--- src/rtl/cybercobra_mc.sv ---
// CYBERCOBRA multicycle core: FETCH/EXEC/HALT sequencer around a 32x32 register file,
// alu_riscv, a synchronous-read instruction memory port and valid/ready I/O channels.

module alu_riscv (
  input  logic [4:0]  alu_op_i,
  input  logic [31:0] a_i,
  input  logic [31:0] b_i,
  output logic [31:0] result_o,
  output logic        flag_o
);
  localparam logic [4:0] ALU_ADD  = 5'b00000;
  localparam logic [4:0] ALU_SUB  = 5'b01000;
  localparam logic [4:0] ALU_XOR  = 5'b00100;
  localparam logic [4:0] ALU_OR   = 5'b00110;
  localparam logic [4:0] ALU_AND  = 5'b00111;
  localparam logic [4:0] ALU_SRA  = 5'b01101;
  localparam logic [4:0] ALU_SRL  = 5'b00101;
  localparam logic [4:0] ALU_SLL  = 5'b00001;
  localparam logic [4:0] ALU_LTS  = 5'b11100;
  localparam logic [4:0] ALU_LTU  = 5'b11110;
  localparam logic [4:0] ALU_GES  = 5'b11101;
  localparam logic [4:0] ALU_GEU  = 5'b11111;
  localparam logic [4:0] ALU_EQ   = 5'b11000;
  localparam logic [4:0] ALU_NE   = 5'b11001;
  localparam logic [4:0] ALU_SLTS = 5'b00010;
  localparam logic [4:0] ALU_SLTU = 5'b00011;

  always_comb begin
    result_o = 32'd0;
    flag_o   = 1'b0;
    case (alu_op_i)
      ALU_ADD:  result_o = a_i + b_i;
      ALU_SUB:  result_o = a_i - b_i;
      ALU_XOR:  result_o = a_i ^ b_i;
      ALU_OR:   result_o = a_i | b_i;
      ALU_AND:  result_o = a_i & b_i;
      ALU_SRA:  result_o = $unsigned($signed(a_i) >>> b_i[4:0]);
      ALU_SRL:  result_o = a_i >> b_i[4:0];
      ALU_SLL:  result_o = a_i << b_i[4:0];
      ALU_SLTS: result_o = {31'd0, $signed(a_i) < $signed(b_i)};
      ALU_SLTU: result_o = {31'd0, a_i < b_i};
      ALU_LTS:  flag_o = $signed(a_i) < $signed(b_i);
      ALU_LTU:  flag_o = a_i < b_i;
      ALU_GES:  flag_o = $signed(a_i) >= $signed(b_i);
      ALU_GEU:  flag_o = a_i >= b_i;
      ALU_EQ:   flag_o = a_i == b_i;
      ALU_NE:   flag_o = a_i != b_i;
      default:  ;
    endcase
  end
endmodule

module cybercobra_mc #(
  parameter int IN_W   = 16,
  parameter int ADDR_W = 8
) (
  input  logic              clk_i,
  input  logic              rst_i,
  output logic [ADDR_W-1:0] imem_addr_o,
  input  logic [31:0]       imem_rdata_i,
  input  logic [IN_W-1:0]   in_data_i,
  input  logic              in_valid_i,
  output logic              in_ready_o,
  output logic [31:0]       out_o,
  output logic              out_valid_o,
  input  logic              out_ready_i,
  output logic              halted_o
);
  localparam int PC_W = ADDR_W + 2;

  typedef enum logic [1:0] {S_FETCH, S_EXEC, S_HALT} state_t;

  state_t          state_q, state_d;
  logic [PC_W-1:0] pc_q, pc_d;
  logic [31:0]     out_q, out_d;
  logic            out_valid_q, out_valid_d;
  logic [31:0]     rf_q [32];

  logic        instr_j, instr_b;
  logic [1:0]  instr_ws;
  logic [4:0]  alu_op, ra1, ra2, wa;
  logic [7:0]  offs;
  logic [31:0] const_val, rd1, rd2, in_sext, alu_result;
  logic        alu_flag;
  logic        rf_we;
  logic [31:0] rf_wd;
  logic [PC_W-1:0] pc_plus4, pc_target;

  assign instr_j   = imem_rdata_i[31];
  assign instr_b   = imem_rdata_i[30];
  assign instr_ws  = imem_rdata_i[29:28];
  assign alu_op    = imem_rdata_i[27:23];
  assign ra1       = imem_rdata_i[22:18];
  assign ra2       = imem_rdata_i[17:13];
  assign offs      = imem_rdata_i[12:5];
  assign wa        = imem_rdata_i[4:0];
  assign const_val = 32'($signed(imem_rdata_i[27:5]));
  assign in_sext   = 32'($signed(in_data_i));

  // x0 is never written, so its storage is ignored on read
  assign rd1 = (ra1 == 5'd0) ? 32'd0 : rf_q[ra1];
  assign rd2 = (ra2 == 5'd0) ? 32'd0 : rf_q[ra2];

  alu_riscv u_alu (
    .alu_op_i (alu_op),
    .a_i      (rd1),
    .b_i      (rd2),
    .result_o (alu_result),
    .flag_o   (alu_flag)
  );

  assign pc_plus4  = pc_q + PC_W'(4);
  assign pc_target = pc_q + PC_W'($signed({offs, 2'b00}));

  always_comb begin
    state_d     = state_q;
    pc_d        = pc_q;
    out_d       = out_q;
    out_valid_d = out_valid_q;
    rf_we       = 1'b0;
    rf_wd       = 32'd0;
    in_ready_o  = 1'b0;
    // the output channel drains in every state, including HALT
    if (out_valid_q && out_ready_i) begin
      out_valid_d = 1'b0;
    end
    case (state_q)
      S_FETCH: state_d = S_EXEC;
      S_EXEC: begin
        if (instr_j && (offs == 8'd0)) begin
          state_d = S_HALT;
        end else if (instr_j || instr_b) begin
          pc_d    = (instr_j || alu_flag) ? pc_target : pc_plus4;
          state_d = S_FETCH;
        end else begin
          case (instr_ws)
            2'd0: begin
              rf_we   = 1'b1;
              rf_wd   = const_val;
              pc_d    = pc_plus4;
              state_d = S_FETCH;
            end
            2'd1: begin
              rf_we   = 1'b1;
              rf_wd   = alu_result;
              pc_d    = pc_plus4;
              state_d = S_FETCH;
            end
            2'd2: begin
              in_ready_o = 1'b1;
              if (in_valid_i) begin
                rf_we   = 1'b1;
                rf_wd   = in_sext;
                pc_d    = pc_plus4;
                state_d = S_FETCH;
              end
            end
            default: begin
              if (!out_valid_q || out_ready_i) begin
                out_d       = rd1;
                out_valid_d = 1'b1;
                pc_d        = pc_plus4;
                state_d     = S_FETCH;
              end
            end
          endcase
        end
      end
      S_HALT:  ;
      default: state_d = S_FETCH;
    endcase
  end

  always_ff @(posedge clk_i) begin
    if (rst_i) begin
      state_q     <= S_FETCH;
      pc_q        <= '0;
      out_q       <= 32'd0;
      out_valid_q <= 1'b0;
    end else begin
      state_q     <= state_d;
      pc_q        <= pc_d;
      out_q       <= out_d;
      out_valid_q <= out_valid_d;
    end
  end

  // reset wins over a pending writeback, but the array itself is never cleared
  always_ff @(posedge clk_i) begin
    if (!rst_i && rf_we && (wa != 5'd0)) begin
      rf_q[wa] <= rf_wd;
    end
  end

  assign imem_addr_o = pc_q[PC_W-1:2];
  assign out_o       = out_q;
  assign out_valid_o = out_valid_q;
  assign halted_o    = (state_q == S_HALT);
endmodule

--- config.mk ---
export PLATFORM = sky130hd
export DESIGN_NAME = cybercobra_mc
export DESIGN_NICKNAME = d
export VERILOG_FILES = /design/src/rtl/cybercobra_mc.sv
export SDC_FILE = /design/constraint.sdc
export NUM_CORES = 2
export LEC_CHECK = 0
export ABC_AREA = 1
export ABC_CLOCK_PERIOD_IN_PS = 7900
export CAP_MARGIN = 20
export CORE_MARGIN = 8
export CORE_UTILIZATION = 50
export CTS_BUF_LIST = sky130_fd_sc_hd__clkbuf_2
export DETAILED_ROUTE_END_ITERATION = 16
export PLACE_DENSITY = 0.67
export SKIP_LAST_GASP = 1
export SYNTH_ARGS = -nofsm -noshare
export SYNTH_HDL_FRONTEND = slang
export SYNTH_SLANG_ARGS = --single-unit
--- constraint.sdc ---
create_clock -name clk_i -period 7.9 [get_ports clk_i]
set_input_delay 2.37 -clock clk_i [delete_from_list [all_inputs] [get_ports clk_i]]
set_output_delay 2.37 -clock clk_i [all_outputs]
set_load 0.03 [all_outputs]
==> flow_metrics.tcl <==
set metrics [dict create \
    hp-class "flip-flop to flip-flop" \
    grt_max_degree 78 \
    yosysWarningCount 0 \
    fp.dieArea_um2 136000 \
    avgSynthCellArea_um2 8.32 \
    fillers 11271 \
    tritoncts "built" \
    hold_violations 0 \
    h-tree-depth 5 \
    p_leak_uw 0.0287 \
    drc 0 \
    finalCriticalPeriod_ps 6640 \
    coreArea_um2 123000 \
    drt-initial-drc-count 10431 \
    async_flop_share_pct 0 \
    yosysSeqAreaShare_pct 50.9 \
    setup_viol 0 \
    reg2reg_depth 26 \
    end_kind "output port" \
    drive_gt1_share_pct 12.9 \
    rows 129 \
    grt_usage_pct 38.6 \
    grt_pass1_vias 57944 \
    tns_ps 0 \
    holdPathEnd "state_q[0]" \
    synth_edf_count 1024 \
    synth_seq_cells 1067 \
    tightest_slew_ps 1220 \
    fin_skew_ps 160 \
    worstPathRequired_ps 5530 \
    crit_path_start_kind "primary input" \
    clk-insertion-delay-late_ps 1750 \
    fmax_mhz 151 \
    r2r_setup_slack_ps 2510 \
    root_buffer "clkbuf_2" \
    drv_slew 0 \
    synth_top_cell_area_share_pct 49.5 \
    cts_hold_buf 0 \
    die_h_um 368 \
    fin_hold_ws_ps 540 \
    synth_top_area_cell "edfxtp_1" \
    critPathKind "primary input to output port" \
    ys.flop_type "edfxtp_1" \
    area_delta_synth_final_pct 13.5 \
    synth_cell_types 53 \
    vias_per_cell 6.43 \
    critPathMaxFanout 12 \
    crit_arrival_ps 4270 \
    post_cts_buffers 0 \
    first_pass_iters 7 \
    ios 95 \
    dpl.hpwl_um 173000 \
    cts.repair.resized 0 \
    r2r-end "rf_q[25][20]" \
    portBuffers 94 \
    r2r_start "rf_q[20][3]" \
    holdPathStages 3 \
    final_common_cell "nand2_1" \
    routabilityCongestion 1.05 \
    final.period_utilization_pct 84.1 \
    clock-sinks 1067 \
    wirelength_um 273000 \
    cts_buffer_depth 4 \
    peakVddDrop_mv 0.148 \
    vias 62083 \
    fin_nets 7986 \
    rsz0062_at_grt "false" \
    syn_area_um2 62100 \
    syn_inst 7463 \
    dieWidth_um 368 \
    cts_made_buffers 297 \
    grt_remaining_overflow 0 \
    postRouteAntennaNets 0 \
    outcome "complete, no violations" \
    slew_headroom_pct 18.9 \
    avgRoutedWirePerCell_um 28.2 \
    initial_utilization_pct 50.3 \
    layout_common_cells "1,413 x nand2_1, 1,024 x edfxtp_1, 1,011 x nand3_1, 972 x nor2_1, 846 x o21ai_0" \
    path_clk_slew_ps 70 \
    drv_cap 0 \
    grt_pass1_wl_um 390000 \
    min_from "state_q[1]" \
    antenna_found_initial 10 \
    synth_area_leaders "edfxtp_1 50%, nand2_1 8.6%, nand3_1 8.2%, o21ai_0 6.8%, nor2_1 6.1%" \
    powerDensity_nw_per_um2 184 \
]
Yosys cell counts (2+ instances only):
| master | count |
|---|---|
| nand2_1 | 1416 |
| edfxtp_1 | 1024 |
| nand3_1 | 1012 |
| nor2_1 | 1006 |
| o21ai_0 | 846 |
| a21oi_1 | 451 |
| inv_1 | 421 |
| clkbuf_1 | 281 |
| buf_2 | 193 |
| o211ai_1 | 186 |
| o221ai_1 | 136 |
| ha_1 | 107 |
| buf_1 | 44 |
| dfxtp_1 | 43 |
| o22ai_1 | 39 |
| nand4_1 | 28 |
| nor3_1 | 25 |
| buf_4 | 20 |
| o21ai_1 | 16 |
| a32oi_1 | 15 |
| a221oi_1 | 14 |
| xor2_1 | 13 |
| inv_2 | 12 |
| a31oi_1 | 11 |
| or2_2 | 11 |
| a211oi_1 | 9 |
| nor4_1 | 9 |
| o21bai_1 | 9 |
| nand2_2 | 7 |
| a21o_1 | 6 |
| nand3b_1 | 5 |
| buf_6 | 4 |
| nor2_2 | 4 |
| o2111ai_1 | 4 |
| o311ai_0 | 4 |
| a311oi_1 | 3 |
| clkinv_1 | 3 |
| fa_1 | 3 |
| nand3_2 | 3 |
| o21a_1 | 3 |
| xnor2_1 | 3 |
| a21boi_0 | 2 |
| nor2_4 | 2 |
worst max path at each step:
stage                                 from      endpoint  slack, ps  cells past startpoint
after floorplan           imem_rdata_i[13]   rf_q[0][29]        600                     27
after global placement    imem_rdata_i[14]  rf_q[10][20]         30                     28
after detailed placement  imem_rdata_i[14]  rf_q[10][20]         30                     28
after CTS                 imem_rdata_i[31]    in_ready_o       1280                      5
after global routing      imem_rdata_i[31]    in_ready_o       1170                      5
final                     imem_rdata_i[31]    in_ready_o       1260                      5
registers in the layout, summed over array words and instances (netlist names):
| signal | flops |
|---|---|
| rf_q | 1024 |
| out_o | 32 |
| pc_q | 8 |
| state_q | 2 |
| out_valid_o | 1 |
critical path, cell delays in order:
cell             delay (ps)
clkdlybuf4s50_1         420
nor2_1                  180
inv_1                   230
nor3_1                  270
clkdlybuf4s50_1         790
report_power, final:
part	total, uW	switching, uW	internal (uW)
registers	6140	12.1	6130
logic	3030	2070	956
clock network	3800	2420	1380
layer usage:
layer | up-vias | part of all wire (%) | GRT usage (%) | wire, um
li1 | 27068 | - | - | -
met1 | 28904 | 37 | 51.1 | 101000
met2 | 5034 | 42 | 57.0 | 116000
met3 | 1077 | 13 | 8.91 | 35700
met4 | 0 | 7.4 | 24.8 | 20200
met5 | - | 0 | 0 | 0
stage by stage:
step / setup WS, ps / instances / cell area (um^2) / power (uW) / util [%]
3_3_place_gp: 31.6 / 9161 / 68000 / 9190 / 55.1
3_5_place_dp: 34.7 / 9162 / 68100 / 9180 / 55.1
2_1_floorplan: 598 / 7494 / 62200 / 7920 / -
4_1_cts: 1280 / 9647 / 70400 / 12900 / 57.0
6_report: 1260 / 9662 / 70500 / 13000 / 57.1
5_1_grt: 1170 / 9659 / 70400 / 13500 / 57.1
logic make-up (layout without fill, tap and decap cells):
kind of cell / Yosys count / after routing / share of synthesized area, %
fa+ha+maj: 110 / 110 / 2.25
xor+xnor: 16 / 16 / 0.226
compound gates: 1757 / 1757 / 16.2
buf+inv: 979 / 1495 / 6.48
other cells: 1 / 47 / 0.00604
simple gates: 3533 / 3533 / 23.9
flops: 1067 / 1067 / 50.9
layout make-up:
cell class	count	area, um^2	share of cell area, %
well taps	1637	2050	2.91
multi-input cells	5448	26900	38.2
repair buffers	573	5770	8.19
flip-flops and latches	1067	31600	44.9
diodes	15	37.5	0.0533
clock buffers	394	1970	2.80
clock inverters	91	388	0.551
inverters	437	1680	2.38
Note: power is estimated with default switching activity, not from simulation.
